===== src/rtl/wb_port_arbiter_if.sv =====
// Writeback port bundle between the ALU/LU producers, the arbiter and the register file.
// The master side drives the result offers; the slave side is the arbiter.
interface wb_port_arbiter_if #(
    parameter int DATA_BITS = 64
);
    logic                 alu_valid;
    logic [4:0]           alu_rd;
    logic [DATA_BITS-1:0] alu_data;
    logic                 alu_ready;

    logic                 lu_valid;
    logic [4:0]           lu_rd;
    logic [DATA_BITS-1:0] lu_data;
    logic                 lu_ready;

    logic                 wb_en;
    logic [4:0]           wb_rd;
    logic [DATA_BITS-1:0] wb_data;
    logic                 wb_sel;

    logic                 lu_pending;
    logic [4:0]           lu_pending_rd;

    modport slave (
        input  alu_valid, alu_rd, alu_data, lu_valid, lu_rd, lu_data,
        output alu_ready, lu_ready, wb_en, wb_rd, wb_data, wb_sel,
        output lu_pending, lu_pending_rd
    );

    modport master (
        output alu_valid, alu_rd, alu_data, lu_valid, lu_rd, lu_data,
        input  alu_ready, lu_ready, wb_en, wb_rd, wb_data, wb_sel,
        input  lu_pending, lu_pending_rd
    );
endinterface


===== src/rtl/wb_port_arbiter.sv =====
// Two-source writeback arbiter. ALU results win by default and go straight to the write port.
// LU results pass through a one-entry hold buffer, and a starve counter bounds how long they can wait.
module wb_port_arbiter #(
    parameter int DATA_BITS  = 64,
    parameter int STARVE_MAX = 4
) (
    input  logic              clk,
    input  logic              rst_n,
    wb_port_arbiter_if.slave  bus
);

    localparam logic [3:0] STARVE_LIM = 4'(STARVE_MAX);

    logic                 buf_valid;
    logic [4:0]           buf_rd;
    logic [DATA_BITS-1:0] buf_data;
    logic [3:0]           starve_cnt;

    logic                 wb_en_q;
    logic                 wb_sel_q;
    logic [4:0]           wb_rd_q;
    logic [DATA_BITS-1:0] wb_data_q;

    logic force_lu;
    logic alu_grant;
    logic buf_grant;
    logic lu_accept;

    // The buffer drains when it is granted, so it can also take a new LU result in that same cycle.
    always_comb begin
        force_lu  = buf_valid && (starve_cnt == STARVE_LIM);
        alu_grant = bus.alu_valid && !force_lu;
        buf_grant = buf_valid && !alu_grant;
        lu_accept = bus.lu_valid && (!buf_valid || buf_grant);
    end

    assign bus.alu_ready     = !force_lu;
    assign bus.lu_ready      = !buf_valid || buf_grant;
    assign bus.lu_pending    = buf_valid;
    assign bus.lu_pending_rd = buf_rd;
    assign bus.wb_en         = wb_en_q;
    assign bus.wb_sel        = wb_sel_q;
    assign bus.wb_rd         = wb_rd_q;
    assign bus.wb_data       = wb_data_q;

    always_ff @(posedge clk or negedge rst_n) begin
        if (!rst_n) begin
            buf_valid <= 1'b0;
            buf_rd    <= '0;
            buf_data  <= '0;
        end else if (lu_accept) begin
            buf_valid <= 1'b1;
            buf_rd    <= bus.lu_rd;
            buf_data  <= bus.lu_data;
        end else if (buf_grant) begin
            buf_valid <= 1'b0;
        end
    end

    // Counts ALU wins only while an LU result is waiting; force_lu blocks any increment past the limit.
    always_ff @(posedge clk or negedge rst_n) begin
        if (!rst_n) begin
            starve_cnt <= '0;
        end else if (!buf_valid || buf_grant) begin
            starve_cnt <= '0;
        end else if (alu_grant && (starve_cnt != STARVE_LIM)) begin
            starve_cnt <= starve_cnt + 4'd1;
        end
    end

    always_ff @(posedge clk or negedge rst_n) begin
        if (!rst_n) begin
            wb_en_q   <= 1'b0;
            wb_sel_q  <= 1'b0;
            wb_rd_q   <= '0;
            wb_data_q <= '0;
        end else if (alu_grant) begin
            wb_en_q   <= (bus.alu_rd != 5'd0);
            wb_sel_q  <= 1'b0;
            wb_rd_q   <= bus.alu_rd;
            wb_data_q <= bus.alu_data;
        end else if (buf_grant) begin
            wb_en_q   <= (buf_rd != 5'd0);
            wb_sel_q  <= 1'b1;
            wb_rd_q   <= buf_rd;
            wb_data_q <= buf_data;
        end else begin
            wb_en_q   <= 1'b0;
        end
    end

endmodule


===== src/flat_wrapper.sv =====
// flat-port wrapper written by rule: the top's interface ports become plain ports
module wb_port_arbiter_flat 
#(
    parameter int DATA_BITS  = 64,
    parameter int STARVE_MAX = 4
)
  (clk, rst_n, bus_alu_valid, bus_alu_rd, bus_alu_data, bus_lu_valid, bus_lu_rd, bus_lu_data, bus_alu_ready, bus_lu_ready, bus_wb_en, bus_wb_rd, bus_wb_data, bus_wb_sel, bus_lu_pending, bus_lu_pending_rd);
  wb_port_arbiter_if #(.DATA_BITS(DATA_BITS)) bus_i ();
  input  logic clk;
  input  logic rst_n;
  input wire logic [$bits(bus_i.alu_valid)-1:0] bus_alu_valid;
  input wire logic [$bits(bus_i.alu_rd)-1:0] bus_alu_rd;
  input wire logic [$bits(bus_i.alu_data)-1:0] bus_alu_data;
  input wire logic [$bits(bus_i.lu_valid)-1:0] bus_lu_valid;
  input wire logic [$bits(bus_i.lu_rd)-1:0] bus_lu_rd;
  input wire logic [$bits(bus_i.lu_data)-1:0] bus_lu_data;
  output wire logic [$bits(bus_i.alu_ready)-1:0] bus_alu_ready;
  output wire logic [$bits(bus_i.lu_ready)-1:0] bus_lu_ready;
  output wire logic [$bits(bus_i.wb_en)-1:0] bus_wb_en;
  output wire logic [$bits(bus_i.wb_rd)-1:0] bus_wb_rd;
  output wire logic [$bits(bus_i.wb_data)-1:0] bus_wb_data;
  output wire logic [$bits(bus_i.wb_sel)-1:0] bus_wb_sel;
  output wire logic [$bits(bus_i.lu_pending)-1:0] bus_lu_pending;
  output wire logic [$bits(bus_i.lu_pending_rd)-1:0] bus_lu_pending_rd;
  assign bus_i.alu_valid = bus_alu_valid;
  assign bus_i.alu_rd = bus_alu_rd;
  assign bus_i.alu_data = bus_alu_data;
  assign bus_i.lu_valid = bus_lu_valid;
  assign bus_i.lu_rd = bus_lu_rd;
  assign bus_i.lu_data = bus_lu_data;
  assign bus_alu_ready = bus_i.alu_ready;
  assign bus_lu_ready = bus_i.lu_ready;
  assign bus_wb_en = bus_i.wb_en;
  assign bus_wb_rd = bus_i.wb_rd;
  assign bus_wb_data = bus_i.wb_data;
  assign bus_wb_sel = bus_i.wb_sel;
  assign bus_lu_pending = bus_i.lu_pending;
  assign bus_lu_pending_rd = bus_i.lu_pending_rd;
  wb_port_arbiter #(.DATA_BITS(DATA_BITS), .STARVE_MAX(STARVE_MAX)) u_core (.clk(clk), .rst_n(rst_n), .bus(bus_i));
endmodule

===== config.mk =====
export PLATFORM = sky130hd
export DESIGN_NAME = wb_port_arbiter_flat
export DESIGN_NICKNAME = d
export VERILOG_FILES = /design/src/rtl/wb_port_arbiter_if.sv /design/src/rtl/wb_port_arbiter.sv /design/src/flat_wrapper.sv
export SDC_FILE = /design/constraint.sdc
export NUM_CORES = 1
export LEC_CHECK = 0
export ABC_AREA = 1
export CORE_ASPECT_RATIO = 2
export CORE_UTILIZATION = 30
export CTS_CLUSTER_DIAMETER = 40
export CTS_CLUSTER_SIZE = 40
export DETAILED_ROUTE_END_ITERATION = 7
export PLACE_DENSITY = 0.64
export SYNTH_ARGS = -nofsm -noshare
export SYNTH_HDL_FRONTEND = slang
export SYNTH_SLANG_ARGS = --single-unit

===== constraint.sdc =====
create_clock -name clk -period 3.45 [get_ports clk]
set_input_delay 0.5175 -clock clk [delete_from_list [all_inputs] [get_ports clk]]
set_output_delay 0.5175 -clock clk [all_outputs]
set_load 0.03 [all_outputs]

# --- Word level (Yosys, flattened, before mapping) ---
# Index checks and enable logic that the tools add are counted.
totals:
  output_inout_bits: 79
  input_bits: 142
  word_cells: 37
  ff_bits: 145
op_classes:
  reduce_logical: 14
  muxes: 12
  n_eq_ne: 2
  n_addsub: 1
op_table:
  columns: ["op", "n"]
  rows:
  - ["$mux 64", 2]
  - ["$mux 5", 2]
  - ["$reduce_bool 5->1", 2]
  - ["$mux 4", 2]
  - ["$mux 1", 6]
  - ["$reduce_bool 2->1", 3]
  - ["$logic_and 1x1->1", 5]
  - ["$add 4x1->4 const B", 1]
  - ["$eq 4x3->1 const B", 1]
  - ["$ne 4x3->1 const B", 1]
  - ["$logic_not 1->1", 3]
  - ["$logic_or 1x1->1", 1]

# --- Logic depth before layout (Yosys ltp) ---
# Gate-level depths: netlist (run 1).
depth:
  word_depth: 9
  ltp_mapped: 9
  ltp_nobuf: 8

# --- Worst setup path before layout (run 1) ---
# No wires, ideal clock.
synth_timing:
  path_kind: "register -> output"
  from: "reg u_core.starve_cnt[0]"
  to: "out bus_alu_ready"
  setup_slack_ps: 1822
  arrival_time_ps: 1110
  stages_incl_launch_ff: 7
  n_path_buf: 1
  t_required_ps: 2932
  cell_sequence: "dfrtp_1 inv_1 ha_1 nand2_1 inv_1 nand2_2 buf_2"
synth_between:
  elab_chain_cells: 3
synth_rtl:
  columns: ["item", "line", "text"]
  rows:
  - ["start, declared", "wb_port_arbiter.sv:17", "logic [3:0] starve_cnt;"]
  - ["start signal, assigned", "wb_port_arbiter.sv:67", "starve_cnt <= starve_cnt + 4'd1;"]
  - ["$eq 4x3->1", "wb_port_arbiter.sv:31", "force_lu = buf_valid && (starve_cnt == STARVE_LIM);"]
  - ["$logic_and 1x1->1", "wb_port_arbiter.sv:31", null]
  - ["$logic_not 1->1", "wb_port_arbiter.sv:37", "assign bus.alu_ready = !force_lu;"]
  - ["end, declared", "flat_wrapper.sv:17", "output wire logic [$bits(bus_i.alu_ready)-1:0] bus_alu_ready;"]
# No other way between the ends.

# --- Final worst setup path (run 1) ---
layout_timing:
  from: "reg u_core.buf_valid, in the netlist u_core.bus.lu_pending"
  to: "out bus_alu_ready"
layout_between:
  elab_chain_cells: 2
layout_rtl:
  columns: ["item", "line", "text"]
  rows:
  - ["start, declared", "wb_port_arbiter.sv:14", "logic buf_valid;"]
  - ["start signal, assigned", "wb_port_arbiter.sv:48", "buf_valid <= 1'b0;"]
  - ["start signal, assigned", "wb_port_arbiter.sv:52", "buf_valid <= 1'b1;"]
  - ["start signal, assigned", "wb_port_arbiter.sv:56", "buf_valid <= 1'b0;"]
  - ["$logic_and 1x1->1", "wb_port_arbiter.sv:31", null]
  - ["$logic_not 1->1", "wb_port_arbiter.sv:37", null]
# No other way between the ends.

==> flow_metrics.tcl, run 1 <==
set metrics [dict create \
    antenna_left 0 \
    r2r-start "u_core.bus.lu_pending" \
    drv_cap 0 \
    floorplan.rows 74 \
    multiInputGateArea_um2 2340 \
    fin_crit_sh 0.787 \
    path_depth 4 \
    reg2reg_setup_slack_ns 1.27 \
    worst_setup_hold_path_clk_slew_ns 0.06 \
    syn-mean-instance-area_um2 8.71 \
    grt_pass1_vias 6034 \
    drc 0 \
    regArea_um2 3630 \
    share_of_synthesized_flip_flops_with_an_asynchronous_set_or_reset 1.00 \
    detail_route.wirelength_um 21000 \
    power_density_normalized_to_cell_area_nw_per_um2 562 \
    die-area_um2 21600 \
    timing.critical_path.max_delay_family "flip-flops" \
    port_buffer_count 220 \
    max-clock-path-buffers 2 \
    worstSkewPairLatency_ns 0.42 \
    number_of_storage_elements_in_the_synthesis_netlist 145 \
    io_pins 221 \
    drive_above_1_share 0.0583 \
    endpoint_kind "output pin" \
    setup_fix_bufs_post_cts 0 \
    setup.worst_path.start_class "flop" \
    synth_warnings 0 \
    maxSlewHeadroom 0.402 \
    cp_slowest_cell "dfrtp_2" \
    pin_count_of_the_biggest_net_entering_global_routing 77 \
    globalRoute.totalOverflow 0 \
    hp-class "input port to asynchronous set/reset pin" \
    postSynth.topFlopCell "dfrtp_1" \
    cellLeakagePower_uw 0.00425 \
    layout.filler_cells 2018 \
    synth_enable_flop_cells 0 \
    clock_sink_count 145 \
    die_height_um 207 \
    critical_path_required_ns 2.93 \
    hold_ws_ns 0.00961 \
    crit-reg2reg-capture "u_core.bus.wb_data[11]" \
    place_worst_setup_slack_ns 0.954 \
    ys_types 22 \
    nets 1057 \
    layout.core_utilization 0.454 \
    cts-root-buf "clkbuf_16" \
    ctsHoldBuffers 0 \
    cp.arrival_ns 2.20 \
    maxClockFrequency_ghz 0.369 \
    crit_path_cells "nand2_1, inv_1, nand2_2, clkdlybuf4s50_1" \
    critical_path_class "flop to output pin" \
    dpl.hpwl_um 13600 \
    global_route_usage_sum 0.197 \
    htree_num_levels 4 \
    detailedRoute.firstPassIterationCount 5 \
    initialDrtViolationCount 276 \
    final_critical_path_setup_slack_ns 0.737 \
    via_per_inst 4.93 \
    placed_cells_incl_taps 1160 \
    cts_tree "done" \
    syn_inst_count 722 \
    hold_viol_final 0 \
    floorplan.initialDensity 0.307 \
    final_cell_count_no_fill 1195 \
    slew_at_the_pin_with_the_worst_max_slew_slack_ns 0.894 \
    period_needed_ns 2.71 \
    cts_resized 0 \
    total_number_of_vias 5895 \
    worst_skew_ns 0.00669 \
    cp_max_fo 31 \
    status "complete, no violations" \
    rr_worst_depth 6 \
    area_growth_syn_to_layout_pct 47.7 \
    final_max_slew_viol_count 0 \
    number_of_antenna_violations_at_the_first_check_in_global_routing 1 \
    coreArea_um2 20500 \
    seq_area_frac_synth 0.577 \
    route.detailed.wl_per_inst_um 17.6 \
    crit_path_max_incr_delay_ns 0.85 \
    synthesis.nets 866 \
    grt_pass1_wl_um 32800 \
    critical_path.n_buffers_inverters 2 \
    setup_tns_ns 0 \
    gp_congestion 0.805 \
    irDropWorstVdd_uv 253 \
    syn-cell-area_um2 6290 \
    die_x_um 104 \
    final-setup-viol-count 0 \
    tritoncts.num_buffers 17 \
    rsz0062_at_grt "false" \
]
## synth_stat cells (2+ instances only)
cell type  count  area [µm²]
nand3_1      279        1400
inv_1          5        18.8
buf_1         13        48.8
nand2_1      211         792
dfrtp_1      145        3630
clkbuf_1      15        56.3
buf_4         15         113
nor2_1         9        33.8
ha_1           2        25.0
buf_2         16        80.1
## worst max path at each step
stage	end	start
floorplan	bus_alu_ready	u_core.starve_cnt[0]
global placement	u_core.bus.wb_en	bus_alu_valid
detailed placement	u_core.bus.wb_rd[4]	bus_alu_valid
global route	bus_alu_ready	u_core.bus.lu_pending
CTS	bus_alu_ready	u_core.bus.lu_pending
finish	bus_alu_ready	u_core.bus.lu_pending
## through the flow
stage | area (µm²) | power [µW]
3_3_place_gp | 8630 | 3210
6_report | 9290 | 5230
3_5_place_dp | 8630 | 3220
5_1_grt | 9290 | 5460
2_1_floorplan | 6290 | 2650
4_1_cts | 9290 | 5290
## logic make-up (layout without fill, tap and decap cells)
kind of cell | Yosys count | in the layout | synth area share
xor gates and xnor gates | 2 | 2 | 0.00279
DFF | 145 | 145 | 0.577
and+or+nand+nor | 505 | 505 | 0.362
adders and majority gates | 2 | 2 | 0.00398
other | 0 | 3 | 0
buffers and inverters | 66 | 270 | 0.0527
AOI/OAI and AO/OA | 2 | 2 | 0.00199
## flip-flops by register name (all words and copies together), names as in the netlist
| register | flops |
|---|---|
| u_core.bus.lu_pending_rd | 5 |
| u_core.buf_data | 64 |
| u_core.starve_cnt | 4 |
| u_core.bus.wb_en | 1 |
| u_core.bus.wb_rd | 5 |
| u_core.bus.wb_data | 64 |
| u_core.bus.lu_pending | 1 |
| u_core.bus.wb_sel | 1 |
## per-layer routing
metal  track usage  wire (µm)
met5             0          0
met4         0.109        780
met3        0.0298        914
met2         0.346      11200
met1         0.230       8130
## placed cells by master (no fill, tap or decap), types with 2 or more instances in the layout
master,netlist,routed
nand3_1,279,279
clkdlybuf4s50_1,0,217
nand2_1,211,210
dfrtp_1,145,144
clkbuf_16,0,17
buf_4,15,10
nor2_1,9,9
inv_1,5,5
bufinv_16,0,5
diode_2,0,3
clkinvlp_4,0,3
nand2_2,1,2
ha_1,2,2
clkinv_2,0,2
clkinv_4,0,2
buf_2,16,2
buf_12,0,2
## power breakdown
group | switching [µW] | internal (µW)
combinational | 623 | 481
clock | 740 | 1300
sequential | 155 | 1920
total | 1520 | 3710
## area by class of cell
| class | count | area share |
|---|---|---|
| inverters | 6 | 0.00242 |
| multi-input cells | 511 | 0.252 |
| repair buffers | 232 | 0.248 |
| clock inverters | 13 | 0.0225 |
| clock buffers | 19 | 0.0477 |
| flip-flops and latches | 145 | 0.391 |
| well taps | 266 | 0.0358 |
| diodes | 3 | 0.000808 |
No activity file was read; power rests on OpenSTA's default activity.
==> run 2: changes to the inputs <==
Clock period 3.45 ns to 2.85 ns, I/O delays scaled along.
==> run 2 against run 1 <==
  * Hold slack gained 0.0045 ns
  * Non-clock buffer count decreased by 1
  * Sequential cell count unchanged
  * Register-to-register slack lost 0.59 ns
  * Final cell count is essentially flat
  * Sequential power is 21% higher
  * Sequential share of layout area up 0.21 points
  * Die area stayed put
  * Largest power group unchanged
==> flow_metrics.tcl, run 2 (synthesis results as in run 1) <==
set metrics [dict create \
    number_of_antenna_violations_at_the_first_check_in_global_routing 1 \
    grt_pass1_vias 6020 \
    rsz0062_at_grt "false" \
    ctsHoldBuffers 0 \
    cts-root-buf "clkbuf_16" \
    worstSkewPairLatency_ns 0.42 \
    htree_num_levels 4 \
    grt_pass1_wl_um 32800 \
    io_pins 221 \
    globalRoute.totalOverflow 0 \
    die_height_um 207 \
    floorplan.initialDensity 0.307 \
    place_worst_setup_slack_ns 0.639 \
    detail_route.wirelength_um 20600 \
    power_density_normalized_to_cell_area_nw_per_um2 670 \
    global_route_usage_sum 0.197 \
    hp-class "input port to asynchronous set/reset pin" \
    mostFrequentLayoutCells "nand3_1, clkdlybuf4s50_1, nand2_1, dfrtp_1, clkbuf_16" \
    max-clock-path-buffers 2 \
    area_growth_syn_to_layout_pct 46.9 \
    status "complete, no violations" \
    drv_cap 0 \
    setup.worst_path.start_class "flop" \
    cts_tree "done" \
    setup_tns_ns 0 \
    cp_max_fo 33 \
    gp_congestion 0.767 \
    worst_setup_hold_path_clk_slew_ns 0.07 \
    die_x_um 104 \
    cp.arrival_ns 2.07 \
    placedInstanceArea_um2 8620 \
    cellLeakagePower_uw 0.00424 \
    maxSlewHeadroom 0.426 \
    maxClockFrequency_ghz 0.400 \
    crit_path_cells "clkdlybuf4s50_1" \
    drc 0 \
    critical_path_required_ns 2.42 \
    final_critical_path_setup_slack_ns 0.351 \
    placed_cells_incl_taps 1159 \
    timing.critical_path.max_delay_family "buffers and inverters" \
    pin_count_of_the_biggest_net_entering_global_routing 75 \
    fin_crit_sh 0.877 \
    setup_fix_bufs_post_cts 0 \
    route.detailed.wl_per_inst_um 17.3 \
    hold_viol_final 0 \
    port_buffer_count 220 \
    final_cell_count_no_fill 1194 \
    clock_sink_count 145 \
    tritoncts.num_buffers 17 \
    final-setup-viol-count 0 \
    detailedRoute.firstPassIterationCount 4 \
    via_per_inst 4.87 \
    dpl.hpwl_um 13400 \
    crit_path_max_incr_delay_ns 0.82 \
    period_needed_ns 2.50 \
    final_cell_area_um2 9240 \
    endpoint_kind "output pin" \
    floorplan.rows 74 \
    die-area_um2 21600 \
    layout.filler_cells 2009 \
    slew_at_the_pin_with_the_worst_max_slew_slack_ns 0.860 \
    cts_resized 0 \
    total_number_of_vias 5809 \
    layout.cells.most_common "nand3_1" \
    critical_path_class "flop to output pin" \
    irDropWorstVdd_uv 283 \
    cp_slowest_cell "clkdlybuf4s50_1" \
    drive_above_1_share 0.0595 \
    worst_skew_ns 0.00931 \
    coreArea_um2 20500 \
    critical_path.n_buffers_inverters 1 \
    final_max_slew_viol_count 0 \
    initialDrtViolationCount 288 \
    nets 1056 \
    antenna_left 0 \
]
## run 2: worst register-to-register path, stage by stage, from the launching register on
cell and delay (ns):
dfrtp_2 0.65, nand2_1 0.16, inv_1 0.06, nand2_2 0.09, buf_4 0.25, buf_4 0.54
nand3_1 0.21, nand3_1 0.14
## run 2: final cells by class
type	count	area (µm²)	area share
sequential	145	3630	0.393
multi-input combinational	511	2340	0.253
timing repair buffer	231	2300	0.249
clock buffer	17	425	0.0460
tap	266	333	0.0360
clock inverter	15	186	0.0202
inverter	6	22.5	0.00244
antenna	3	7.51	0.000812
## run 2: through the flow
stage	util	power (µW)	hold WS, ns
after floorplan	-	3210	0.132
after global placement	0.421	3870	0.454
after detailed placement	0.421	3890	0.459
after CTS	0.451	6270	0.0522
after global routing	0.451	6480	0.0665
final	0.452	6190	0.0141
## run 2: power breakdown
part	internal [µW]	switching (µW)
Combinational	581	751
Sequential	2330	185
Clock	1340	1000
Total	4250	1940
## run 2: per-layer routing
metal / track usage / part of all wire / vias up
met1: 0.226 / 0.39 / 2772
met2: 0.343 / 0.53 / 200
met4: 0.108 / 0.042 / 0
met5: 0 / 0 / -
li1: - / - / 2793
met3: 0.0383 / 0.045 / 44
## run 2: final timing paths
| path | from | endpoint | slack (ns) | depth (start not counted) |
|---|---|---|---|---|
| min | rst_n | u_core.bus.wb_data[56] | 0.01 | 1 |
| max | u_core.bus.lu_pending | bus_lu_pending | 0.35 | 1 |
| max in group asynchronous | rst_n | u_core.bus.wb_data[38] | 1.94 | 2 |
| min reg2reg | u_core.buf_data[31] | u_core.buf_data[31] | 0.47 | 2 |
| min in group clk | u_core.buf_data[31] | u_core.buf_data[31] | 0.47 | 2 |
| max reg2reg | u_core.bus.lu_pending | u_core.bus.wb_data[60] | 0.68 | 7 |
==> run 3: changes to the inputs <==
Settings changed: ABC_AREA 1 to default.
==> run 3 against run 2 <==
  * Area after synthesis barely moved
  * Sequential share of layout area fell by 0.93 points
  * Core utilization rose by 1.1 points
  * Routed wire length fell by 20%
  * Maximum frequency fell by 3.4%
  * Die area barely moved
==> flow_metrics.tcl, run 3 <==
set metrics [dict create \
    status "complete, no violations" \
    rsz0062_at_grt "false" \
    period_needed_ns 2.59 \
    worst_setup_hold_path_clk_slew_ns 0.06 \
    die-area_um2 21600 \
    syn_inst_count 401 \
    final-setup-viol-count 0 \
    reg2reg_setup_slack_ns 0.78 \
    setup.worst_path.start_class "flop" \
    ctsHoldBuffers 1 \
    hold_start "u_core.bus.wb_sel" \
    final_cell_count_no_fill 905 \
    post-synth-top-count-cell "mux2_2" \
    cp.arrival_ns 2.16 \
    die_x_um 104 \
    route.detailed.wl_per_inst_um 18.3 \
    worstSkewPairLatency_ns 0.42 \
    global_route_usage_sum 0.159 \
    seq_area_frac_synth 0.577 \
    cts_resized 0 \
    final_max_slew_viol_count 0 \
    postSynth.topFlopCell "dfrtp_1" \
    maxClockFrequency_ghz 0.386 \
    drc 0 \
    critical_path_required_ns 2.42 \
    hold_viol_final 0 \
    syn-cell-area_um2 6290 \
    place_worst_setup_slack_ns 0.519 \
    worst_skew_ns 0.00954 \
    coreArea_um2 20500 \
    grt_pass1_wl_um 25500 \
    clock_sink_count 145 \
    htree_num_levels 4 \
    crit-reg2reg-capture "u_core.bus.wb_data[10]" \
    cellLeakagePower_uw 0.00388 \
    mostFrequentLayoutCells "clkdlybuf4s50_1, mux2_2, dfrtp_1, clkbuf_16, mux2_4" \
    ys_types 23 \
    layout.core_utilization 0.463 \
    critical_path_class "flop to output pin" \
    nets 770 \
    tritoncts.num_buffers 17 \
    antenna_left 0 \
    maxSlewHeadroom 0.650 \
    synth_commonest_cells "mux2_2, dfrtp_1, buf_2, mux2_4, nor2_1" \
    syn-mean-instance-area_um2 15.7 \
    share_of_synthesized_flip_flops_with_an_asynchronous_set_or_reset 1.00 \
    r2r-start "u_core.bus.lu_pending" \
    gp_congestion 0.731 \
    holdPathEnd "u_core.bus.wb_sel" \
    synthesis.nets 545 \
    power_density_normalized_to_cell_area_nw_per_um2 679 \
    synth_top_area_frac 0.577 \
    detail_route.wirelength_um 16600 \
    total_routed_wire_length_on_the_met1_layer_um 5670 \
    dpl.hpwl_um 12100 \
    synth_warnings 0 \
    cts_tree "done" \
    setup_tns_ns 0 \
    met2RoutedLength_um 9610 \
    grt_pass1_vias 4750 \
    io_pins 221 \
    floorplan.initialDensity 0.307 \
    slew_at_the_pin_with_the_worst_max_slew_slack_ns 0.525 \
    met3RoutedLength_um 779 \
    synth_enable_flop_cells 0 \
    drive_above_1_share 0.390 \
    die_height_um 207 \
    placed_cells_incl_taps 872 \
    cp_max_fo 6 \
    post_synth_main_area_contributors "dfrtp_1, mux2_2, mux2_4, buf_2, ha_1" \
    layout.cells.most_common "clkdlybuf4s50_1" \
    drv_cap 0 \
    cts-root-buf "clkbuf_16" \
    port_buffer_count 220 \
    globalRoute.totalOverflow 0 \
    final_cell_area_um2 9470 \
    detailedRoute.firstPassIterationCount 4 \
    number_of_storage_elements_in_the_synthesis_netlist 145 \
    rr_worst_depth 4 \
    setup_fix_bufs_post_cts 0 \
    synth_area_leader_cell "dfrtp_1" \
    final_critical_path_setup_slack_ns 0.262 \
    initialDrtViolationCount 111 \
    fin_crit_sh 0.908 \
    endpoint_kind "output pin" \
    total_number_of_vias 4131 \
    route.top_layer_used "met4" \
    hp-class "flop to flop" \
    area_growth_syn_to_layout_pct 50.7 \
    number_of_antenna_violations_at_the_first_check_in_global_routing 1 \
    max-clock-path-buffers 2 \
    layout.filler_cells 1877 \
    min_path_cells 1 \
    pin_count_of_the_biggest_net_entering_global_routing 65 \
    via_per_inst 4.56 \
    placedInstanceArea_um2 8820 \
    floorplan.rows 74 \
    irDropWorstVdd_uv 471 \
]
[run 3: changes by cell type after synthesis, sizes merged, moves of 2 or more]
| cell | previous run | this run |
|---|---|---|
| nand3 | 280 | 2 |
| clkbuf | 15 | 5 |
| mux2 | 0 | 207 |
| inv | 6 | 4 |
| buf | 45 | 18 |
| nand2 | 213 | 2 |
| nor2 | 11 | 6 |
[run 3: worst max path at each step]
stage               slack, ns               endpoint                  start  depth (start not counted)
detailed placement       0.52           bus_lu_ready          bus_alu_valid                          3
finish                   0.26           bus_lu_ready   u_core.starve_cnt[0]                          5
global placement         0.56           bus_lu_ready          bus_alu_valid                          3
global route             0.14           bus_lu_ready   u_core.starve_cnt[0]                          5
CTS                      0.22           bus_lu_ready   u_core.starve_cnt[0]                          5
floorplan                0.75  u_core.bus.wb_data[0]  u_core.bus.lu_pending                          5
[run 3: cell families after synthesis]
group,synth area share
muxes,0.377
DFF,0.577
buffers and inverters,0.0231
and+or+nand+nor,0.0109
AOI/OAI and AO/OA,0.00518
xor gates and xnor gates,0.00279
adders and majority gates,0.00398
[run 3: routing by layer]
| metal | up-vias | track usage |
|---|---|---|
| li1 | 1877 | - |
| met3 | 26 | 0.0418 |
| met2 | 143 | 0.307 |
| met4 | 0 | 0.0872 |
| met5 | - | 0 |
| met1 | 2085 | 0.151 |
[run 3: cell type report]
type                            count  area (µm²)  area share
Tap cell                          266         333      0.0351
Multi-Input combinational cell    229        2530       0.267
Clock inverter                      9         154      0.0162
Antenna cell                        1        2.50    0.000264
Timing Repair Buffer              229        2320       0.245
Inverter                            4        15.0     0.00158
Clock buffer                       22         484      0.0511
Sequential cell                   145        3630       0.383
[run 3: power breakdown]
part	total [µW]	leakage, µW	switching (µW)	internal, µW
clock network	2400	0.000308	846	1550
logic	1520	0.00187	668	851
registers	2520	0.00170	166	2350
[run 3: worst max-delay path: stages, from the launching register on]
cell and delay, ns:
dfrtp_1 0.41, inv_1 0.07, ha_1 0.16, nand3b_1 0.14
nand3_1 0.22, clkdlybuf4s50_1 0.73
[run 3: through the flow]
step | total power, µW | hold slack (ns)
floorplan | 3380 | 0.132
global placement | 4050 | 0.390
detailed placement | 4100 | 0.397
CTS | 6540 | 0.501
global route | 6720 | 0.514
finish | 6440 | 0.492
